==> src/rtl/prio_irq_encoder.sv <==
// Priority interrupt encoder: sticky pending capture, masked grant selection
// (fixed-priority or round-robin) and a two-state present/acknowledge handshake.
module prio_irq_encoder #(
  parameter int unsigned N    = 8,
  parameter int unsigned IDXW = 3,
  parameter int unsigned RR   = 0
) (
  input  logic            clk,
  input  logic            rst,
  input  logic [N-1:0]    req,
  input  logic [N-1:0]    mask,
  input  logic            ack,
  output logic            valid,
  output logic [IDXW-1:0] idx,
  output logic [N-1:0]    pending
);

  // Catch bad parameterisations at elaboration time.
  if (IDXW != $clog2(N)) begin : g_bad_idxw
    $error("prio_irq_encoder: IDXW must equal $clog2(N)");
  end
  if (N < 2 || N > 64) begin : g_bad_n
    $error("prio_irq_encoder: N must be in 2..64");
  end

  typedef enum logic [0:0] {StIdle, StPresent} state_e;

  state_e          state_q, state_d;
  logic [N-1:0]    pending_q, pending_d;
  logic [IDXW-1:0] idx_q, idx_d;
  logic [IDXW-1:0] ptr_q, ptr_d;
  logic [N-1:0]    elig;
  logic [N-1:0]    clr;
  logic            accept;
  logic            sel_found;
  logic [IDXW-1:0] sel_idx;

  // Only an acknowledge of a presented grant counts; a stray ack is ignored.
  assign accept = ack && (state_q == StPresent);

  // Selection: scan from ptr (round-robin) or from 0 (fixed), wrapping mod N.
  always_comb begin
    int j;
    j         = 0;
    sel_found = 1'b0;
    sel_idx   = '0;
    elig      = pending_q & mask;
    for (int k = 0; k < int'(N); k++) begin
      j = (RR != 0) ? int'(ptr_q) + k : k;
      if (j >= int'(N)) j = j - int'(N);
      if (!sel_found && elig[j]) begin
        sel_found = 1'b1;
        sel_idx   = IDXW'(j);
      end
    end
  end

  // Next-state: pending capture (set wins over clear), FSM, index and pointer.
  always_comb begin
    clr       = accept ? ({{(N-1){1'b0}}, 1'b1} << idx_q) : '0;
    pending_d = (pending_q & ~clr) | req;
    state_d   = state_q;
    idx_d     = idx_q;
    ptr_d     = ptr_q;
    unique case (state_q)
      StIdle: begin
        if (sel_found) begin
          state_d = StPresent;
          idx_d   = sel_idx;
        end
      end
      StPresent: begin
        if (ack) begin
          state_d = StIdle;
          if (RR != 0) begin
            ptr_d = (int'(idx_q) == int'(N) - 1) ? '0 : idx_q + 1'b1;
          end
        end
      end
      default: state_d = StIdle;
    endcase
  end

  // State registers with synchronous reset.
  always_ff @(posedge clk) begin
    if (rst) begin
      state_q   <= StIdle;
      pending_q <= '0;
      idx_q     <= '0;
      ptr_q     <= '0;
    end else begin
      state_q   <= state_d;
      pending_q <= pending_d;
      idx_q     <= idx_d;
      ptr_q     <= ptr_d;
    end
  end

  assign valid   = (state_q == StPresent);
  assign idx     = idx_q;
  assign pending = pending_q;

endmodule

==> config.mk <==
export PLATFORM = sky130hd
export DESIGN_NAME = prio_irq_encoder
export DESIGN_NICKNAME = d
export VERILOG_FILES = /design/src/rtl/prio_irq_encoder.sv
export SDC_FILE = /design/constraint.sdc
export NUM_CORES = 1
export LEC_CHECK = 0
export CAP_MARGIN = 20
export CORE_AREA = 3 3 41 43
export DETAILED_ROUTE_END_ITERATION = 7
export DIE_AREA = 0 0 44 46
export DONT_BUFFER_PORTS = 1
export GPL_ROUTABILITY_DRIVEN = 0
export PLACE_DENSITY = 0.63
export SYNTH_ARGS = -nofsm -noshare
export SYNTH_HDL_FRONTEND = slang
export SYNTH_SLANG_ARGS = --single-unit
==> constraint.sdc <==
create_clock -name clk -period 2.64 [get_ports clk]
set_input_delay 0.528 -clock clk [delete_from_list [all_inputs] [get_ports clk]]
set_output_delay 0.528 -clock clk [all_outputs]
set_load 0.03 [all_outputs]
======== Word level (Yosys, flattened, before mapping) ========
Index checks and enable logic that the tools add are counted.
storage, ports and cells
  bits in latches ......................... 0
  word-level logic and storage cells ...... 44
  input port bits ......................... 19
  output and inout port bits .............. 12
  memory bits (read-only) ................. 0
  memories ................................ 0
  flip-flop bits (word level) ............. 12
  memory bits (writable) .................. 0
operators by class
  $lt $le $gt $ge ......................... 0
  shifts and indexed selects .............. 1
  multiply operators ...................... 0
  muxes and demuxes ....................... 19
  bitwise logic cells ..................... 5
  reduce and logical (&&, ||, !) cells .... 16
  div/mod/pow operators ................... 0
  add/subtract/negate cells ............... 0
  equality and inequality tests ........... 0
operators by type and width
  cell                                             count
  AND 8 bit                                        2
  two-way mux 3 bit                                5
  two-way mux 1 bit                                11
  logical AND 1 bit                                8
  two-way mux 8 bit                                1
  NOT 8 bit                                        1
  OR 8 bit                                         1
  left shift 1 x 3 -> 8 bit, first input constant  1
  logical NOT 1 bit                                7
  two-way mux 2 bit                                1
  case mux 1 bit (2 select lines)                  1
  AND reduction 2 bit                              1
  NOT 1 bit                                        1

======== Depth between registers and ports, before layout ========
  depth in word-level cells ............... 25
  gate-level depth with buffers ........... 5
  mapped depth without buffers ............ 4

======== Least setup slack after synthesis ========
No wires, ideal clock.
  path kind ............................... register -> register
  from .................................... register state_q, in the netlist valid
  to ...................................... register pending_q[4], in the netlist pending[4]
  stages on the path, launching flop included .. 6
  buffers on the path ..................... 1
  data required time ...................... 2.512 ns
  data arrival time ....................... 1.251 ns
  period minus slack after synthesis ...... 1.379 ns
  setup time .............................. 0.128 ns
  setup slack ............................. 1.261 ns
  path through ............................ dfxtp_1 buf_6 nand3_2 or3_1 a21oi_1 nor2_1
on the way
  longest elaborated chain between the ends .. 5
RTL lines
  item                      line  RTL
  start: declaration        28    state_e state_q, state_d;
  start signal: assignment  87    state_q <= StIdle;
  start signal: assignment  92    state_q <= state_d;
  logical AND 1 bit         39    assign accept = ack && (state_q == StPresent);
  two-way mux 8 bit         60    clr = accept ? ({{(N-1){1'b0}}, 1'b1} << idx_q) : '0;
  NOT 8 bit                 61    pending_d = (pending_q & ~clr) | req;
  AND 8 bit                 61
  OR 8 bit                  61
  end signal: assignment    93    pending_q <= pending_d;
  end: declaration          29    logic [N-1:0] pending_q, pending_d;
No other way between the ends.
A chain may end at the register's enable or synchronous reset.

======== Final worst setup path ========
Ends and elaborated chain as after synthesis.

==> flow_metrics.env <==
export IMPL_crit_type="reg -> reg"
export IMPL_fmax_ghz=0.637
export IMPL_relSlewSlack=0.591
export IMPL_cts_buffers=3
export IMPL_ios=31
export IMPL_drive_gt1_frac=0.127
export IMPL_cap_violations=0
export IMPL_finalPower_mw=0.453
export IMPL_crit_path_end_kind="flip-flop"
export IMPL_tritoncts="yes"
export IMPL_wirelength_mm=1.44
export IMPL_dieArea_um2=2020
export IMPL_clk_latency_ps=270
export IMPL_initial_core_util=0.431
export IMPL_dp_cells=82
export IMPL_rsz0062_at_grt="no"
export IMPL_hold_end="pending[5]"
export IMPL_synthCells=69
export IMPL_slew_viol_final=0
export IMPL_synth_nets=88
export IMPL_r2r_setup_slack_ps=1070
export IMPL_fin_cells=86
export IMPL_crit_path_max_fanout=10
export IMPL_detailroute_via_count=524
export IMPL_cts_sinks=12
export IMPL_cts_clk_slew_worst_paths_ps=70
export IMPL_min_period_over_period=0.594
export IMPL_tightest_slew_ps=612
export IMPL_slowest_stage="dfxtp_1"
export IMPL_die_h_um=46
export IMPL_cts_max_level=1
export IMPL_viasPerCell=6.09
export IMPL_fp_dieW_um=44
export IMPL_period_needed_ps=1570
export IMPL_hold_depth=1
export IMPL_path_delay_family="flip-flops"
export IMPL_pwr_density_cell_nw_per_um2=737
export IMPL_clock_skew_ps=1.48
export IMPL_port_buffers=0
export IMPL_worstPathArrival_ps=1740
export IMPL_rows=13
export IMPL_core_um2=1330
export IMPL_ys_warn_count=0
export IMPL_worstHoldStart="rst"
export IMPL_tns_ps=0
export IMPL_setup_violations=0
export IMPL_antenna_found_initial=0
export IMPL_grt_overflow=0
export IMPL_post_cts_buffers=0
export IMPL_avgRoutedWirePerCell_um=16.8
export IMPL_num_antenna_cells=0
export IMPL_netlist_area_um2=574
export IMPL_rr_worst_depth=4
export IMPL_worstReg2RegEnd="pending[4]"
export IMPL_cp_start_kind="flip-flop"
export IMPL_drt_iter0_drc=6
export IMPL_grt_pass1_wl_mm=2.21
export IMPL_slowest_delay_ps=720
export IMPL_first_pass_iters=4
export IMPL_area_growth_pct=6.97
export IMPL_finalHoldViolations=0
export IMPL_root_buffer="clkbuf_4"
export IMPL_path_buf_inv=0
export IMPL_cp_cell_sequence="nand3_2, or3_1, a21oi_1, nor2_1"
export IMPL_synth_seq_cells=12
export IMPL_avgSynthCellArea_um2=8.32
export IMPL_dpl_hpwl_mm=1.10
export IMPL_yosysSeqAreaShare=0.418
export IMPL_grt_max_degree=13
export IMPL_ir_worst_vdd_v=0.000275
export IMPL_crit_required_ps=2810
export IMPL_holdBufCountCts=0
export IMPL_status="complete, no violations"
export IMPL_final_antenna_net_count=0
export IMPL_nets=91
export IMPL_cts_resized=0
export IMPL_grt_pass1_vias=465
export IMPL_drc=0
export IMPL_p_leak_nw=0.232
export IMPL_ys_types=21
export IMPL_clockBufferDepth=2
export IMPL_grt_total_usage=0.159
export IMPL_r2r_start="valid"
export IMPL_min_path_type="in -> reg"
-- kinds of logic after synthesis --
| group | synth area share |
|---|---|
| simple gates | 0.205 |
| flops | 0.418 |
| compound gates | 0.312 |
| buf+inv | 0.0653 |
-- synth_stat cells --
cell type | number | area share
dfxtp_1 | 12 | 0.42
a21oi_1 | 11 | 0.096
inv_1 | 6 | 0.039
nor2_1 | 6 | 0.039
o21ai_0 | 6 | 0.052
a22oi_1 | 4 | 0.052
nand2_1 | 3 | 0.020
nand2b_1 | 3 | 0.033
nand3_1 | 3 | 0.026
a22oi_2 | 2 | 0.044
nor3_1 | 2 | 0.017
or3_1 | 2 | 0.022
a211oi_1 | 1 | 0.013
a311oi_1 | 1 | 0.015
a31oi_1 | 1 | 0.011
a41oi_2 | 1 | 0.028
buf_6 | 1 | 0.020
clkbuf_1 | 1 | 0.0065
nand3_2 | 1 | 0.017
nand3b_2 | 1 | 0.020
nand4_1 | 1 | 0.011
-- per-stage QoR --
stage | setup WS, ps | util | hold slack [ps] | cell area, um^2
after floorplan | 1260 | - | 600 | 574
after global placement | 1110 | 0.433 | 599 | 578
after detailed placement | 1090 | 0.433 | 601 | 578
after CTS | 1070 | 0.461 | 300 | 614
after global routing | 970 | 0.461 | 284 | 614
final | 1070 | 0.461 | 319 | 614
-- sequential cells by signal, indices dropped and copies added, names as in the netlist --
register / count
pending: 8
valid: 1
idx: 3
-- cell type report --
class | count | area [um^2]
clock buffers | 4 | 36.3
fillers | 156 | 719
inverters | 6 | 22.5
multi-input cells | 49 | 297
flip-flops and latches | 12 | 240
well taps | 15 | 18.8
-- report_power, final --
| part | total (mW) | internal, mW | switching, mW | leakage, nW |
|---|---|---|---|---|
| sequential | 0.257 | 0.197 | 0.0591 | 0.100 |
| clock | 0.144 | 0.0838 | 0.0605 | 0.0210 |
| combinational | 0.0519 | 0.0263 | 0.0256 | 0.111 |
| total | 0.453 | 0.308 | 0.145 | 0.232 |
-- routing by layer --
layer | share of wire | vias up | track usage
met5 | 0 | - | 0
met4 | 0.0090 | 0 | 0.108
met3 | 0.13 | 2 | 0.0988
met2 | 0.44 | 29 | 0.224
met1 | 0.42 | 236 | 0.175
li1 | - | 257 | -
-- worst register-to-register path: stages (launching register included) --
cell and delay [ps]:
dfxtp_1 720, nand3_2 190, or3_1 350, a21oi_1 160, nor2_1 50
-- worst max-delay path by stage --
| stage | cells past startpoint | endpoint | from | slack, ps |
|---|---|---|---|---|
| floorplan | 5 | pending[4] | valid | 1260 |
| global placement | 4 | pending[4] | valid | 1110 |
| detailed placement | 4 | pending[4] | valid | 1090 |
| CTS | 4 | pending[4] | valid | 1070 |
| global route | 4 | pending[4] | valid | 970 |
| finish | 4 | pending[4] | valid | 1070 |
-- cells in the final DEF (no fill, tap or decap) --
cell / n
a21oi_1: 11
nand3b_2: 1
nand4_1: 1
a311oi_1: 1
clkbuf_4: 3
a211oi_1: 1
a41oi_2: 1
nor2_1: 6
clkbuf_8: 1
dfxtp_1: 12
nand3_1: 3
nand2_1: 3
or3_1: 2
a22oi_2: 2
nand3_2: 1
inv_1: 6
nor3_1: 2
o21ai_0: 6
a31oi_1: 1
nand2b_1: 3
a22oi_1: 4
Note: power is estimated with default switching activity, not from simulation.
